### src/rtl/cell_mem_arbiter.sv
// Arbiter for the single-port 1-bit cell RAM: display reads, a clear sweep and ant accesses.
// Priority is display > clear > ant; a 2-stage tag pipeline routes read data back.
module cell_mem_arbiter #(
  parameter int unsigned C_NUM_OF_CELLS_X = 5,
  parameter int unsigned C_NUM_OF_CELLS_Y = 5
) (
  input  logic        iclk,
  input  logic        irst,
  input  logic        iclear,
  output logic        oclear_busy,
  input  logic        idisp_req,
  input  logic [15:0] idisp_addr,
  output logic        odisp_valid,
  output logic        odisp_data,
  input  logic        iant_req,
  input  logic        iant_we,
  input  logic [15:0] iant_addr,
  input  logic        iant_wdata,
  output logic        oant_gnt,
  output logic        oant_rvalid,
  output logic        oant_rdata,
  output logic [15:0] omem_addr,
  output logic        omem_we,
  output logic        omem_wdata,
  input  logic        imem_rdata
);

  localparam int unsigned C_N    = C_NUM_OF_CELLS_X * C_NUM_OF_CELLS_Y;
  localparam logic [15:0] C_LAST = 16'(C_N - 1);

  typedef enum logic {ST_IDLE, ST_SWEEP} clr_state_t;
  typedef enum logic [1:0] {TAG_NONE, TAG_DISP, TAG_ANT, TAG_OOR} tag_t;

  clr_state_t  r_state;
  logic [15:0] r_cnt;
  tag_t        r_tag0;
  tag_t        r_tag1;

  logic w_sweep;
  logic w_ant_gnt;
  logic w_ant_in_range;

  always_comb begin
    w_sweep        = (r_state == ST_SWEEP);
    w_ant_in_range = (32'(iant_addr) < C_N);
    // Gated by reset so a request seen while in reset is never reported as taken.
    w_ant_gnt      = iant_req & ~idisp_req & ~w_sweep & ~irst;
  end

  assign oant_gnt    = w_ant_gnt;
  assign oclear_busy = w_sweep;

  always_ff @(posedge iclk or posedge irst) begin
    if (irst) begin
      r_state     <= ST_IDLE;
      r_cnt       <= '0;
      r_tag0      <= TAG_NONE;
      r_tag1      <= TAG_NONE;
      omem_addr   <= '0;
      omem_we     <= 1'b0;
      omem_wdata  <= 1'b0;
      odisp_valid <= 1'b0;
      odisp_data  <= 1'b0;
      oant_rvalid <= 1'b0;
      oant_rdata  <= 1'b0;
    end else begin
      r_tag1      <= r_tag0;
      odisp_valid <= (r_tag1 == TAG_DISP);
      odisp_data  <= (r_tag1 == TAG_DISP) & imem_rdata;
      oant_rvalid <= (r_tag1 == TAG_ANT) | (r_tag1 == TAG_OOR);
      oant_rdata  <= (r_tag1 == TAG_ANT) & imem_rdata;

      omem_we <= 1'b0;
      r_tag0  <= TAG_NONE;
      if (idisp_req) begin
        omem_addr <= idisp_addr;
        r_tag0    <= TAG_DISP;
      end else if (w_sweep) begin
        omem_addr  <= r_cnt;
        omem_we    <= 1'b1;
        omem_wdata <= 1'b0;
        r_cnt      <= r_cnt + 16'd1;
        if (r_cnt == C_LAST) r_state <= ST_IDLE;
      end else if (w_ant_gnt) begin
        // Out-of-range ant accesses never reach the RAM; reads still return a zero.
        if (!w_ant_in_range) begin
          r_tag0 <= iant_we ? TAG_NONE : TAG_OOR;
        end else begin
          omem_addr <= iant_addr;
          if (iant_we) begin
            omem_we    <= 1'b1;
            omem_wdata <= iant_wdata;
          end else begin
            r_tag0 <= TAG_ANT;
          end
        end
      end

      if (!w_sweep && iclear) begin
        r_state <= ST_SWEEP;
        r_cnt   <= '0;
      end
    end
  end

endmodule

### config.mk
export PLATFORM = sky130hd
export DESIGN_NAME = cell_mem_arbiter
export DESIGN_NICKNAME = d
export VERILOG_FILES = /design/src/rtl/cell_mem_arbiter.sv
export SDC_FILE = /design/constraint.sdc
export NUM_CORES = 1
export LEC_CHECK = 0
export CORE_ASPECT_RATIO = 0.5
export CORE_MARGIN = 2
export CORE_UTILIZATION = 40
export DETAILED_ROUTE_END_ITERATION = 7
export PLACE_DENSITY = 0.69
export SLEW_MARGIN = 40
export SYNTH_ARGS = -nofsm -noshare
export SYNTH_HDL_FRONTEND = slang
export SYNTH_SLANG_ARGS = --single-unit
### constraint.sdc
create_clock -name iclk -period 3.17 [get_ports iclk]
set_input_delay 0.634 -clock iclk [delete_from_list [all_inputs] [get_ports iclk]]
set_output_delay 0.634 -clock iclk [all_outputs]
set_load 0.02 [all_outputs]
==> results.cfg <==
[global_route]
grt_pass1_wl_um = 9798
globalRouteOverflowTotal = 0
antenna_found_initial = 0
grt_start_max_net_pins = 44
grt_usage = 0.2095
first_global_vias = 1950

[hold_path]
worstHoldStart = r_tag0[0]
min_delay_path_depth = 0
hold_path.class = reg -> reg
hold-path-endpoint = r_tag1[0]

[clock_tree]
cts_tree = yes
clock-sinks = 43
htreeDepth = 2
clk_latency_ns = 0.30
cts_buffers = 5
post_cts_buffers = 0
cts.reportedPaths.clkPinSlew_ns = 0.08
root_buffer = clkbuf_8
clock_path_buffers = 2
cts_hold_buf = 0
cts.repair.resized = 0

[critical_path]
crit_top_cell = clkdlybuf4s50_1
crit_arrival_ns = 2.06
r2r_slack_ns = 1.49
worstSetupPathType = in -> out
worst_setup_path_end_kind = output port
r2r-start = oclear_busy
r2r_cells = 6
critPathMaxStageDelay_ns = 0.64
r2r-end = r_cnt[13]
crit_fanout = 7
critical_path.top_delay_family = buffers and inverters
crit_chain = clkdlybuf4s50_1, inv_2, nand4_1, inv_1, clkdlybuf4s50_1
worstPathBufferInverterCount = 4
critPathLaunchType = input port
cp_slowest_cell = clkdlybuf4s50_1
worst-endpoint-required_ns = 2.54

[timing]
hold_violations = 0
relSlewSlack = 0.6439
finalMaxSlewViolations = 0
min_period_ns = 2.698
setup_viol = 0
fin_setup_tns_ns = 0
finalCritPeriodShare = 0.8512
fmax_mhz = 370.6
rsz0062_at_grt = false
clock_skew_ns = 0.004371
tightestPinTransition_ns = 0.5341
whs_ns = 0.3520

[layout]
final_layout_size_suffix_gt1_frac = 0.07746
final_cell_mix = clkdlybuf4s50_1, dfrtp_1, a21oi_1
num_antenna_cells = 0
fin_util = 0.5886
syn_to_final_growth_pct = 37.72
layout_commonest_cell = clkdlybuf4s50_1
fin_nets = 325

[synthesis]
yosys_warnings = 0
netlist_instances = 221
syn_area_um2 = 2166
yosys.area.top_type_share = 0.4968
synth_fp_nets = 263
ys_types = 38
synth_top_area_cell = dfrtp_1
ys_seq_elements = 43
synthTopCellsByArea = dfrtp_1, a21oi_1, a2bb2oi_1, o211ai_1, nand2_1
synth_area_per_cell_um2 = 9.800
synthFlopType = dfrtp_1
synth.yosys.seq_area_share = 0.4968
synth-edff-count = 0
synthArstFlopShare = 1.000

[power]
pwr-share-seq = 0.479
p_per_area_nw_per_um2 = 451.2
clockPowerShare = 0.329
combPwrFrac = 0.191
swShare = 0.2707
leakage_nw = 1.277
internal-power_mw = 0.9816
switchingPower_mw = 0.3642
peakVddDrop_mv = 0.2383

[routing]
drtIter0Drc = 99
vias = 1947
ant_nets = 0
viasPerCell = 5.500
dr.pass1.iters = 4
remaining_drc_errors = 0
wire_per_inst_um = 16.65
routed_wl_um = 5894

[die]
boundaryPins = 64
die_x_um = 108.1
start_util = 0.4274
core_area_um2 = 5067
die_y_um = 56.03
die_area_um2 = 6055
fp-row-count = 18

[flow_run]
drv_cap = 0

[place]
port_buffers = 63
gp_congestion = 0.8483
hpwlAfterDp_um = 4289

[status]
outcome = finished clean
-- area by class of cell --
class / count / area [µm²]
Fill cell: 435 / 2085
Timing Repair Buffer: 70 / 683.2
Clock buffer: 6 / 82.58
Multi-Input combinational cell: 155 / 988.4
Clock inverter: 2 / 35.03
Tap cell: 70 / 87.58
Sequential cell: 43 / 1076
Inverter: 8 / 30.03
-- worst register-to-register path, cell delays in order (launching register included) --
cell and delay (ns):
dfrtp_1 0.35, buf_4 0.24, nor2b_1 0.17, buf_4 0.16, nand3_1 0.18, nor3_1 0.30
mux2i_1 0.21
-- registers in the layout, indices dropped and copies added, names as in the netlist --
signal       flops
r_tag0           2
r_tag1           2
omem_wdata       1
odisp_data       1
r_cnt           16
odisp_valid      1
omem_addr       16
omem_we          1
oant_rdata       1
oant_rvalid      1
oclear_busy      1
-- how the worst max path moves through the flow --
stage | slack [ns] | to | startpoint | cells past startpoint
after floorplan | 0.21 | oant_gnt | irst | 3
after global placement | 0.51 | omem_addr[13] | iant_addr[8] | 5
after detailed placement | 0.48 | omem_addr[13] | iant_addr[8] | 5
after CTS | 0.48 | oant_gnt | idisp_req | 5
after global routing | 0.40 | oant_gnt | irst | 5
final | 0.47 | oant_gnt | idisp_req | 5
-- routing by layer --
| layer | up-vias | track usage | routed length, µm |
|---|---|---|---|
| li1 | 957 | - | - |
| met1 | 943 | 0.2930 | 2750 |
| met2 | 43 | 0.3306 | 2769 |
| met3 | 4 | 0.03864 | 313 |
| met4 | 0 | 0.06593 | 60 |
| met5 | - | 0 | 0 |
-- synthesized netlist by cell type (3+ instances only) --
cell type and n:
a41oi_1 5, dfrtp_1 43, inv_1 7, o21ai_0 10
nand4_1 8, o211ai_2 4, nor4_1 3, a2bb2oi_1 11
nor2b_1 3, o211ai_1 10, mux2i_1 6, clkbuf_1 11
a21oi_1 22, and3_1 5, nor2_1 11, nand3_1 6
nand2_1 19, and2_1 3, o21ai_1 5
-- logic make-up after synthesis --
kind of cell	share of synthesized area
adder cells (fa/ha/maj)	0.01155
AO/OA/AOI/OAI	0.2478
AND/OR/NAND/NOR	0.1693
buffers and inverters	0.04680
flip-flops	0.4968
multiplexers	0.02773
-- power by group through the flow --
stage	Combinational [mW]	Sequential, mW	Clock [mW]
floorplan	0.122	0.654	0
global placement	0.252	0.654	0
detailed placement	0.257	0.656	0
CTS	0.259	0.645	0.452
global route	0.282	0.654	0.481
finish	0.257	0.645	0.443
-- stage by stage --
stage / total power, mW / area (µm²) / instances / setup WS (ns)
finish: 1.346 / 2983 / 354 / 0.4717
CTS: 1.356 / 2983 / 354 / 0.4835
global placement: 0.9054 / 2865 / 346 / 0.5084
floorplan: 0.7753 / 2166 / 221 / 0.2085
global route: 1.417 / 2983 / 354 / 0.3984
detailed placement: 0.9125 / 2865 / 346 / 0.4793
(Power assumes the default switching activity.)
